`src/rtl/modrm_encode.sv`:
```
// 8086 ModRM encoder: picks the shortest legal mod form for an operand and
// streams the ModRM byte plus 0-2 little-endian displacement bytes into a FIFO.
module modrm_encode #(
  parameter bit FORCE_DISP16 = 1'b0
) (
  input  logic        clk,
  input  logic        reset,
  input  logic        start,
  output logic        busy,
  output logic        complete,
  input  logic        rm_is_reg,
  input  logic        direct,
  input  logic [2:0]  reg_field,
  input  logic [2:0]  rm_field,
  input  logic [15:0] displacement,
  output logic [1:0]  length,
  output logic        fifo_wr_en,
  output logic [7:0]  fifo_wr_data,
  input  logic        fifo_full
);

  typedef enum logic [2:0] {
    IDLE    = 3'd0,
    MODRM   = 3'd1,
    DISP_LO = 3'd2,
    DISP_HI = 3'd3,
    DONE    = 3'd4
  } state_t;

  state_t      state_r, state_s;
  logic [1:0]  mod_r, mod_s;
  logic [2:0]  reg_r;
  logic [2:0]  rm_r, rm_s;
  logic [15:0] disp_r;
  logic [1:0]  len_r, len_s;
  logic        wr_s;
  logic [7:0]  byte_s;

  // True when the 16-bit value is the sign extension of its low byte.
  function automatic logic fits_disp8(input logic [15:0] d);
    return (d[15:7] == 9'h000) || (d[15:7] == 9'h1FF);
  endfunction

  // Shortest legal mod form for the operands presented this cycle.
  always_comb begin
    mod_s = 2'b10;
    rm_s  = rm_field;
    len_s = 2'd3;
    if (rm_is_reg) begin
      mod_s = 2'b11;
      len_s = 2'd1;
    end else if (direct) begin
      mod_s = 2'b00;
      rm_s  = 3'b110;
      len_s = 2'd3;
    end else if ((displacement == 16'h0000) && (rm_field != 3'b110)) begin
      // rm=110 with mod 00 means direct addressing, so BP needs a displacement
      mod_s = 2'b00;
      len_s = 2'd1;
    end else if (!FORCE_DISP16 && fits_disp8(displacement)) begin
      mod_s = 2'b01;
      len_s = 2'd2;
    end else begin
      mod_s = 2'b10;
      len_s = 2'd3;
    end
  end

  // State register and operand capture on an accepted start.
  always_ff @(posedge clk or posedge reset) begin
    if (reset) begin
      state_r <= IDLE;
      mod_r   <= 2'b00;
      reg_r   <= 3'b000;
      rm_r    <= 3'b000;
      disp_r  <= 16'h0000;
      len_r   <= 2'd0;
    end else begin
      state_r <= state_s;
      if ((state_r == IDLE) && start) begin
        mod_r  <= mod_s;
        reg_r  <= reg_field;
        rm_r   <= rm_s;
        disp_r <= displacement;
        len_r  <= len_s;
      end
    end
  end

  // Byte sequencing: a byte is consumed only on an edge with the strobe high.
  always_comb begin
    state_s = state_r;
    wr_s    = 1'b0;
    byte_s  = 8'h00;
    case (state_r)
      IDLE: begin
        if (start) state_s = MODRM;
        else       state_s = IDLE;
      end
      MODRM: begin
        wr_s   = ~fifo_full;
        byte_s = {mod_r, reg_r, rm_r};
        if (wr_s) state_s = (len_r == 2'd1) ? DONE : DISP_LO;
        else      state_s = MODRM;
      end
      DISP_LO: begin
        wr_s   = ~fifo_full;
        byte_s = disp_r[7:0];
        if (wr_s) state_s = (len_r == 2'd3) ? DISP_HI : DONE;
        else      state_s = DISP_LO;
      end
      DISP_HI: begin
        wr_s   = ~fifo_full;
        byte_s = disp_r[15:8];
        if (wr_s) state_s = DONE;
        else      state_s = DISP_HI;
      end
      DONE: begin
        state_s = IDLE;
      end
      default: begin
        state_s = IDLE;
      end
    endcase
  end

  assign fifo_wr_en   = wr_s;
  assign fifo_wr_data = byte_s;
  assign busy         = start | (state_r != IDLE);
  assign complete     = (state_r == DONE);
  assign length       = len_r;

endmodule

```
`config.mk`:
```
export PLATFORM = sky130hd
export DESIGN_NAME = modrm_encode
export DESIGN_NICKNAME = d
export VERILOG_FILES = /design/src/rtl/modrm_encode.sv
export SDC_FILE = /design/constraint.sdc
export NUM_CORES = 1
export LEC_CHECK = 0
export ABC_AREA = 1
export CAP_MARGIN = 10
export CORE_MARGIN = 1
export CORE_UTILIZATION = 43
export CTS_CLUSTER_DIAMETER = 40
export DETAILED_ROUTE_END_ITERATION = 12
export PLACE_DENSITY = 0.8
export SLEW_MARGIN = 20
export SYNTH_ARGS = -nofsm -noshare
export SYNTH_HDL_FRONTEND = slang
export SYNTH_SLANG_ARGS = --single-unit
```
`constraint.sdc`:
```
create_clock -name clk -period 1.4 [get_ports clk]
set_clock_uncertainty 0.15 [all_clocks]
set_input_delay 0.28 -clock clk [delete_from_list [all_inputs] [get_ports clk]]
set_output_delay 0.28 -clock clk [all_outputs]
set_load 0.01 [all_outputs]
```
==> flow_results.org, run 1 <==
** Outcome
- The run finished, with violations left.
- Violated checks :: negative setup slack

** STA
- Part of the cycle the worst path needs :: 147%
- Subtracting the final worst setup slack from the clock period gives ~2 ns.
- After layout, the worst setup slack is -0.652 ns.
- Relative slew margins :: roughly three quarters
- Peak clock frequency supported by timing :: just under 0.5 GHz
- Setup repair after global routing could not meet its margin everywhere.
- For the pin with the worst max-slew slack, the measured transition is 0.372 ns.
- Final Max Slew Viols :: 0
- Aggregate negative setup slack :: -16.66 ns
- Setup violations remaining at the end of the flow were counted as 39.
- The count of final hold-check violations is 0.

** Drt
- Via density per instance :: around 5.4
- The first detailed-routing pass ran for 4 iterations.
- Dividing the detail-routed wire length by the instance count gives about 17 um.
- After the first detailed-routing iteration, the DRC count stood at 100.
- Via count :: around 1800
- Number of remaining DRC errors :: 0
- The detail route stage leaves a number of antenna-violating nets equal to 0.
- Wires add up to ~5.6 mm.

** GRT
- First-pass GRT wire length :: about 7.3 mm
- Number of global-route vias before repair :: 1641
- Entering global routing, the biggest net connects 30 pins.
- Number of antenna violations at the first check in global routing :: 0
- Global routing used between 20 and 30% of the available tracks across all layers.
- Remaining Overflow, GRT :: 0

** Synthesis
- The synthesized netlist occupies a cell area of between 1500 and 2000 um2.
- Summed over its instances, the top area cell type makes up 47.8% of the synthesized netlist area.
- Sequential area share after synthesis :: 47.8%
- After synthesis, the mean cell area works out to a little under 8 um2.
- Synthesis produced a netlist with a net count of approximately 220.
- The most used flip-flop cell after synthesis is sky130_fd_sc_hd__dfrtp_1.
- For this run, asynchronously set or reset flops after synthesis account for 100%.
- After synthesis, the netlist uses 25 different library cells.
- Yosys synthesis warning count :: 0
- The synthesized design spends more area on one cell type than any other, namely sky130_fd_sc_hd__dfrtp_1.
- Gate Count Post-Synth :: 195
- Number of flops mapped to enable cells by yosys :: 0
- After synthesis, the most frequently instantiated cells are sky130_fd_sc_hd__nand2_1, sky130_fd_sc_hd__dfrtp_1, sky130_fd_sc_hd__inv_1.
- sky130_fd_sc_hd__nand2_1 is the most common cell in the netlist.
- After synthesis the netlist holds a flip-flop and latch count of 29.
- Cell types with the largest area share after synthesis :: sky130_fd_sc_hd__dfrtp_1, sky130_fd_sc_hd__nand2_1, sky130_fd_sc_hd__inv_1, sky130_fd_sc_hd__nor2_1, sky130_fd_sc_hd__o211ai_2

** Clock tree
- Number of buffers inserted during clock tree synthesis :: 5
- H-tree lvl count :: 2
- The tree is rooted in a sky130_fd_sc_hd__clkbuf_4.
- After clock tree synthesis, the clock-pin slew on the worst setup and hold paths is roughly 0.1 ns.
- Hold repair after CTS inserted 0 buffers.
- No sink is reached through more buffers than the 2 on the longest clock path.
- Clock tree synthesis found a total of 29 sinks.
- CTS tree :: yes
- The later pin in the worst-skew pair is clocked with a latency of 0.35 ns.

** Finish
- Final nets :: around 320
- Post-route cell area :: about 2700 um2
- The layout has 205 filler cells.
- Layout overhead on the synthesized area :: 78.7%
- Fraction of final layout cells with drive strength greater than 1 :: about 44%
- Post-layout utilization of the core :: between 80% and 90%
- Antenna diode count :: 0

** Pwr
- Total power per unit cell area :: ~2100 nW/um2
- Switching portion of total power :: between 40 and 50%
- Combinational cell fraction of total power :: 62.6%
- Overall power consumption after layout is estimated at ~5600 uW.
- The worst-case IR drop observed on VDD is 1.05 mV.
- Internal Dissipation :: about 3300 uW
- In this run the power spent charging and discharging nets is between 2000 and 2500 uW.
- In this run the static leakage power is 0.00133 uW.
- Fraction of power consumed by sequential logic :: 27.3%
- The clock network burns between 10% and 20% of the power.

** Floorplanning
- Once the floorplan was initialized, standard cells occupied a little under half of the core.
- From bottom edge to top edge, the die measures slightly above 60 um.
- Area enclosed by the die boundary :: 3770 um2
- After floorplanning, the core was sized to cover about 3400 um2.
- The die is 61.4 um wide.
- Std cell rows :: 21
- For this design the top-level I/O count stands at slightly above 40.

** Worst hold path
- Worst hold path type :: input pin to asynchronous set/reset pin

** Setup path
- WP data required :: just under 1 ns
- The critical path in this run is classified as flop to output port.
- Largest stage delay on the critical path :: 0.46 ns
- The worst setup path is captured at an output port.
- Critical-path cell list :: nor2_4, inv_2, nor2_4, inv_4, o221ai_2, buf_2
- Top fanout value on the critical path :: 5
- On the critical path, the stage with the largest delay is an instance of sky130_fd_sc_hd__dfrtp_1.
- Data arrival time of the critical path :: 1.62 ns
- Counting stages on the worst path, the most repeated cell is sky130_fd_sc_hd__nor2_4.
- Launching element type of the critical path :: flop

** Placement
- Half-perimeter wire length of the detailed placement result :: ~2.9 mm
- Before CTS, the worst setup slack after placement is -0.599 ns.
- Routability-driven placement finished with a final weighted congestion of 0.801.
- In this run the cell area measured after placement is between 2000 and 2500 um2.
- Buffers placed on the I/O ports in this run total 40.

** Job
- Max Cap Violations :: 0
power by group through the flow:
| stage | registers (uW) | clock network [uW] | logic [uW] |
|---|---|---|---|
| after floorplan | 1440 | 0 | 1190 |
| after global placement | 1450 | 0 | 2320 |
| after detailed placement | 1470 | 0 | 2360 |
| after CTS | 1450 | 543 | 2780 |
| after global routing | 1560 | 579 | 3710 |
| final | 1530 | 565 | 3500 |
metal layers:
metal / wire (um) / track usage (%)
met1: 2110 / 31.3
met3: 402 / 6.30
met5: 0 / 2.86
met2: 2910 / 48.9
met4: 202 / 15.2
final cells by class:
type / instances / area, um2 / share of cell area (%)
repair buffers: 91 / 912 / 33.6
multi-input cells: 139 / 860 / 31.7
flip-flops and latches: 29 / 728 / 26.8
inverters: 23 / 96.3 / 3.55
clock buffers: 8 / 58.8 / 2.17
well taps: 46 / 57.6 / 2.12
cells in the final DEF, fill, tap and decap left out, types with 3 or more instances in the layout:
cell type / count
sky130_fd_sc_hd__buf_12: 6
sky130_fd_sc_hd__buf_2: 10
sky130_fd_sc_hd__buf_4: 26
sky130_fd_sc_hd__buf_6: 15
sky130_fd_sc_hd__buf_8: 3
sky130_fd_sc_hd__clkbuf_4: 5
sky130_fd_sc_hd__clkdlybuf4s50_1: 27
sky130_fd_sc_hd__dfrtp_1: 27
sky130_fd_sc_hd__inv_1: 17
sky130_fd_sc_hd__inv_2: 3
sky130_fd_sc_hd__nand2_1: 51
sky130_fd_sc_hd__nand2_2: 22
sky130_fd_sc_hd__nand2_4: 6
sky130_fd_sc_hd__nand3_1: 8
sky130_fd_sc_hd__nor2_1: 14
sky130_fd_sc_hd__nor2_4: 5
sky130_fd_sc_hd__o211ai_2: 4
sky130_fd_sc_hd__o21ai_1: 5
sky130_fd_sc_hd__o21ai_2: 5
timing repair:
item,4_1_cts,5_1_grt
buffers inserted,13,11
gates resized for setup,62,70
cloned,2,1
setup endpoints to repair,40,42
pin swaps,4,16
state kept, by name, indices dropped and copies added (netlist names):
signal / cells
rm_r: 3
length: 2
disp_r: 16
mod_r: 2
state_r: 3
reg_r: 3
cell families after synthesis:
| group | synth area share (%) |
|---|---|
| simple gates | 32.7 |
| flops | 47.8 |
| buf+inv | 7.34 |
| compound gates | 12.1 |
per-stage QoR:
stage          hold WS, ns  std cells
2_1_floorplan        0.208        195
3_3_place_gp         0.315        306
3_5_place_dp         0.318        306
4_1_cts              0.126        329
5_1_grt              0.154        336
6_report             0.106        336
worst paths after layout:
kind / startpoint / endpoint / slack [ns] / depth (start not counted)
max: state_r[2] / fifo_wr_data[7] / -0.65 / 6
max reg2reg: state_r[1] / disp_r[12] / -0.44 / 10
min: reset / disp_r[0] / 0.11 / 3
min reg2reg: disp_r[13] / disp_r[13] / 0.33 / 2
min in group clk: reg_field[2] / reg_r[2] / 0.33 / 3
max in group asynchronous: reset / disp_r[7] / 0.81 / 3
critical path: cells and delay by family (launching register included):
family	cells	cell delay (ns)
AO/OA/AOI/OAI	1	0.16
flip-flops	1	0.46
AND/OR/NAND/NOR	2	0.34
buffers and inverters	3	0.31
No activity file was read; power rests on OpenSTA's default activity.
==> run 2: changes to the inputs <==
--- a/config.mk
+++ b/config.mk
@@ -6,12 +6,14 @@
 export NUM_CORES = 1
 export LEC_CHECK = 0
 export ABC_AREA = 1
+export ABC_CLOCK_PERIOD_IN_PS = 1400
 export CAP_MARGIN = 10
 export CORE_MARGIN = 1
 export CORE_UTILIZATION = 43
 export CTS_CLUSTER_DIAMETER = 40
 export DETAILED_ROUTE_END_ITERATION = 12
 export PLACE_DENSITY = 0.8
+export RECOVER_POWER = 25
 export SLEW_MARGIN = 20
 export SYNTH_ARGS = -nofsm -noshare
 export SYNTH_HDL_FRONTEND = slang
==> flow_results.org, run 2 (synthesis gave the netlist of run 1 again) <==
** Outcome
- Result of the run: finished, violations left (unchanged).
- Violated checks :: negative setup slack (unchanged)

** Pwr
- Cell leakage power :: 0.00133 uW (about the same)
- The overall power consumption is 5590 uW (was 5600 uW).
- Total power per unit cell area :: 2070 nW/um2 (was 2060 nW/um2)
- Largest vdd supply drop :: 1.05 mV (about the same)

** Clock tree
- The CTS tree is yes (unchanged).
- Number of buffers added to fix hold violations after cts :: 0 (unchanged)
- The number of H-tree branching levels was 2 (unchanged).
- Sinks on the clock net :: 29 (unchanged)
- The root cell of the clock tree is sky130_fd_sc_hd__clkbuf_4 (unchanged).
- The number of CTS-inserted buffers came to 5 (unchanged).
- Maximum clock insertion buffer count :: 2 (unchanged)
- The clock insertion delay at the later pin of the skew report was 0.35 ns (about the same).
- Clk slew on worst S/H paths :: 0.10 ns (about the same)

** Setup path
- Top fanout value on the critical path :: 5 (unchanged)
- Largest delay share family, worst path :: flip-flops (unchanged)
- The slowest cell on the critical path is sky130_fd_sc_hd__dfrtp_1 (unchanged).
- Cell repeated most along the worst path :: sky130_fd_sc_hd__nor2_4 (unchanged)
- Largest stage delay on the critical path :: 0.46 ns (about the same)
- Crit path buf inv count :: 3 (unchanged)
- CP endpoint kind :: output port (unchanged)
- Critical-path cell list: nor2_4, inv_2, nor2_4, inv_4, o221ai_2, buf_2 (unchanged).
- Worst Setup Path Type :: flop to output port (unchanged)
- Data arrival time of the critical path :: 1.62 ns (about the same)
- Critical Path Stages :: 6 (unchanged)
- The kind of start point of the critical path was a flop (unchanged).
- The required time of the worst setup path was 0.97 ns (about the same).
- The number of cells traversed by the worst register-to-register path is 10 (unchanged).

** STA
- RSZ-0062 raised after global routing :: yes (unchanged)
- Total of endpoints with negative setup slack in the final report :: 39 (unchanged)
- Worst setup margin :: -0.653 ns (was -0.652 ns)
- The worst-margin pin slew is 0.746 ns (was 0.372 ns).
- The clock period minus worst slack came to 2.05 ns (about the same).
- The final number of max-transition violations came to 0 (unchanged).
- The worst hold slack after final layout was 0.332 ns (was 0.106 ns).
- The count of final hold-check violations is 0 (unchanged).
- Part of the cycle the worst path needs :: 147% (about the same)
- The highest attainable clock frequency was 0.487 GHz (about the same).
- The worst max-slew margin expressed relative to the limit came to 50.3% (was 75.1%).

** Job
- The count of max-cap constraint violations is 0 (unchanged).

** GRT
- Number of global-route vias before repair :: 1641 (unchanged)
- First-pass GRT wire length :: 7.33 mm (unchanged)
- The maximum number of pins on one net before global-route repair came to 30 (unchanged).
- Remaining Overflow, GRT :: 0 (unchanged)
- All-Layer GR Usage :: 27.9% (unchanged)
- Number of antenna violations at the first check in global routing :: 0 (unchanged)

** Worst hold path
- Along the worst hold path, the cell count comes to 3.
- Worst hold path type :: input pin to flop (was input pin to asynchronous set/reset pin)

** Finish
- Layout overhead on the synthesized area :: 77.7% (was 78.7%)
- The flip-flop count of the largest register, all copies and words added came to 16 (unchanged).
- Area of the multi-input gates :: 860 um2 (unchanged)
- Register with the most flip-flops :: disp_r (unchanged)
- Fraction of final layout cells with drive strength greater than 1 :: 44.5% (unchanged)
- Fill count :: 206 (was 205)
- Commonest cells after routing, fill and taps aside: sky130_fd_sc_hd__nand2_1, sky130_fd_sc_hd__dfrtp_1, sky130_fd_sc_hd__clkdlybuf4s50_1, sky130_fd_sc_hd__buf_4, sky130_fd_sc_hd__nand2_2 (was sky130_fd_sc_hd__nand2_1, sky130_fd_sc_hd__dfrtp_1, sky130_fd_sc_hd__clkdlybuf4s50_1).
- The most frequent standard cell in the layout excluding fill and tap cells is sky130_fd_sc_hd__nand2_1 (unchanged).
- Final cell count without fillers :: 336 (unchanged)
- Sequential cell area in the final layout :: 728 um2 (unchanged)
- Final nets :: 317 (unchanged)
- Antenna diode count :: 0 (unchanged)
- Post-route cell area :: 2700 um2 (was 2710 um2)

** Placement
- The number of I/O port buffers is 40 (unchanged).
- Half-perimeter wire length of the detailed placement result :: 2.92 mm (unchanged)
- Placed cell area :: 2210 um2 (unchanged)
- The placed cell count came to 306 (unchanged).
- The final RePlAce weighted congestion came to 0.801 (unchanged).

** Drt
- The detailed-route via count came to 1806 (was 1811).
- The average routed wire per standard cell is 16.7 um (about the same).
- Met1 layer wirelength in the final routing :: 2.10 mm (was 2.11 mm)
- The routed length on met2 was 2.89 mm (was 2.91 mm).
- ANT nets after route :: 0 (unchanged)
- The total DRC errors in the routed layout came to 0 (unchanged).
- The number of DRC violations after detailed-routing iteration 0 is 101 (was 100).
- The number of iterations in the first detailed-routing pass is 4 (unchanged).
- The routed length on met3 was 396 um (was 402 um).
- Total wire length after detailed routing :: 5.60 mm (was 5.62 mm)
- The number of vias per cell came to 5.38 (was 5.39).
- The highest metal layer with signal wires was met4 (unchanged).

** Floorplanning
- The horizontal die dimension came to 61.4 um (unchanged).
- Area enclosed by the die boundary :: 3770 um2 (unchanged)
- The total I/O pin count came to 41 (unchanged).
- The number of standard-cell rows in the floorplan is 21 (unchanged).
- The starting density of the core came to 45.1% (unchanged).
- The die height came to 61.4 um (unchanged).
- The area of the core region was 3360 um2 (unchanged).
[run 2: final timing paths]
path / from / to / slack, ns
max in group asynchronous: reset / state_r[0] / 0.16
min in group asynchronous: reset / disp_r[0] / 0.42
worst min register to register: disp_r[13] / disp_r[13] / 0.33
worst max register to register: state_r[1] / disp_r[12] / -0.44
worst max-delay path: state_r[2] / fifo_wr_data[7] / -0.65
worst min-delay path: reg_field[2] / reg_r[2] / 0.33
[run 2: power breakdown]
part | switching [uW] | internal (uW) | total (uW)
sequential | 300 | 1230 | 1530
clock | 316 | 248 | 564
combinational | 1700 | 1800 | 3490
total | 2310 | 3280 | 5590
[run 2: repair_timing]
| action | in CTS | in global routing |
|---|---|---|
| cloned | 2 | 1 |
| pin swaps | 4 | 16 |
| setup endpoints to repair | 40 | 42 |
| buffers inserted | 13 | 11 |
| gates resized for setup | 62 | 70 |
[run 2: metrics by stage]
| step | utilization (%) | setup TNS, ns | setup slack (ns) |
|---|---|---|---|
| global route | 80.2 | -18.27 | -0.709 |
| CTS | 72.7 | -11.17 | -0.556 |
| detailed placement | 65.7 | -11.09 | -0.599 |
| global placement | 65.7 | -10.56 | -0.560 |
| finish | 80.2 | -16.59 | -0.653 |
| floorplan | - | -0.0800 | -0.0154 |
[run 2: tightest hold or removal path, cell delays in order]
cell and delay [ns]:
sky130_fd_sc_hd__clkdlybuf4s50_1 0.41, sky130_fd_sc_hd__nand2_2 0.06, sky130_fd_sc_hd__o21ai_1 0.05
[run 2: metal layers]
metal	global-route usage, %	up-vias
li1	-	810
met1	31.3	864
met2	48.9	106
met3	6.30	26
met4	15.2	0
met5	2.86	-
[run 2: layout make-up]
cell class,instances,share of cell area [%]
Multi-Input combinational cell,139,31.9
Sequential cell,29,27.0
Inverter,23,3.57
Clock buffer,8,2.18
Timing Repair Buffer,91,33.3
Tap cell,46,2.13
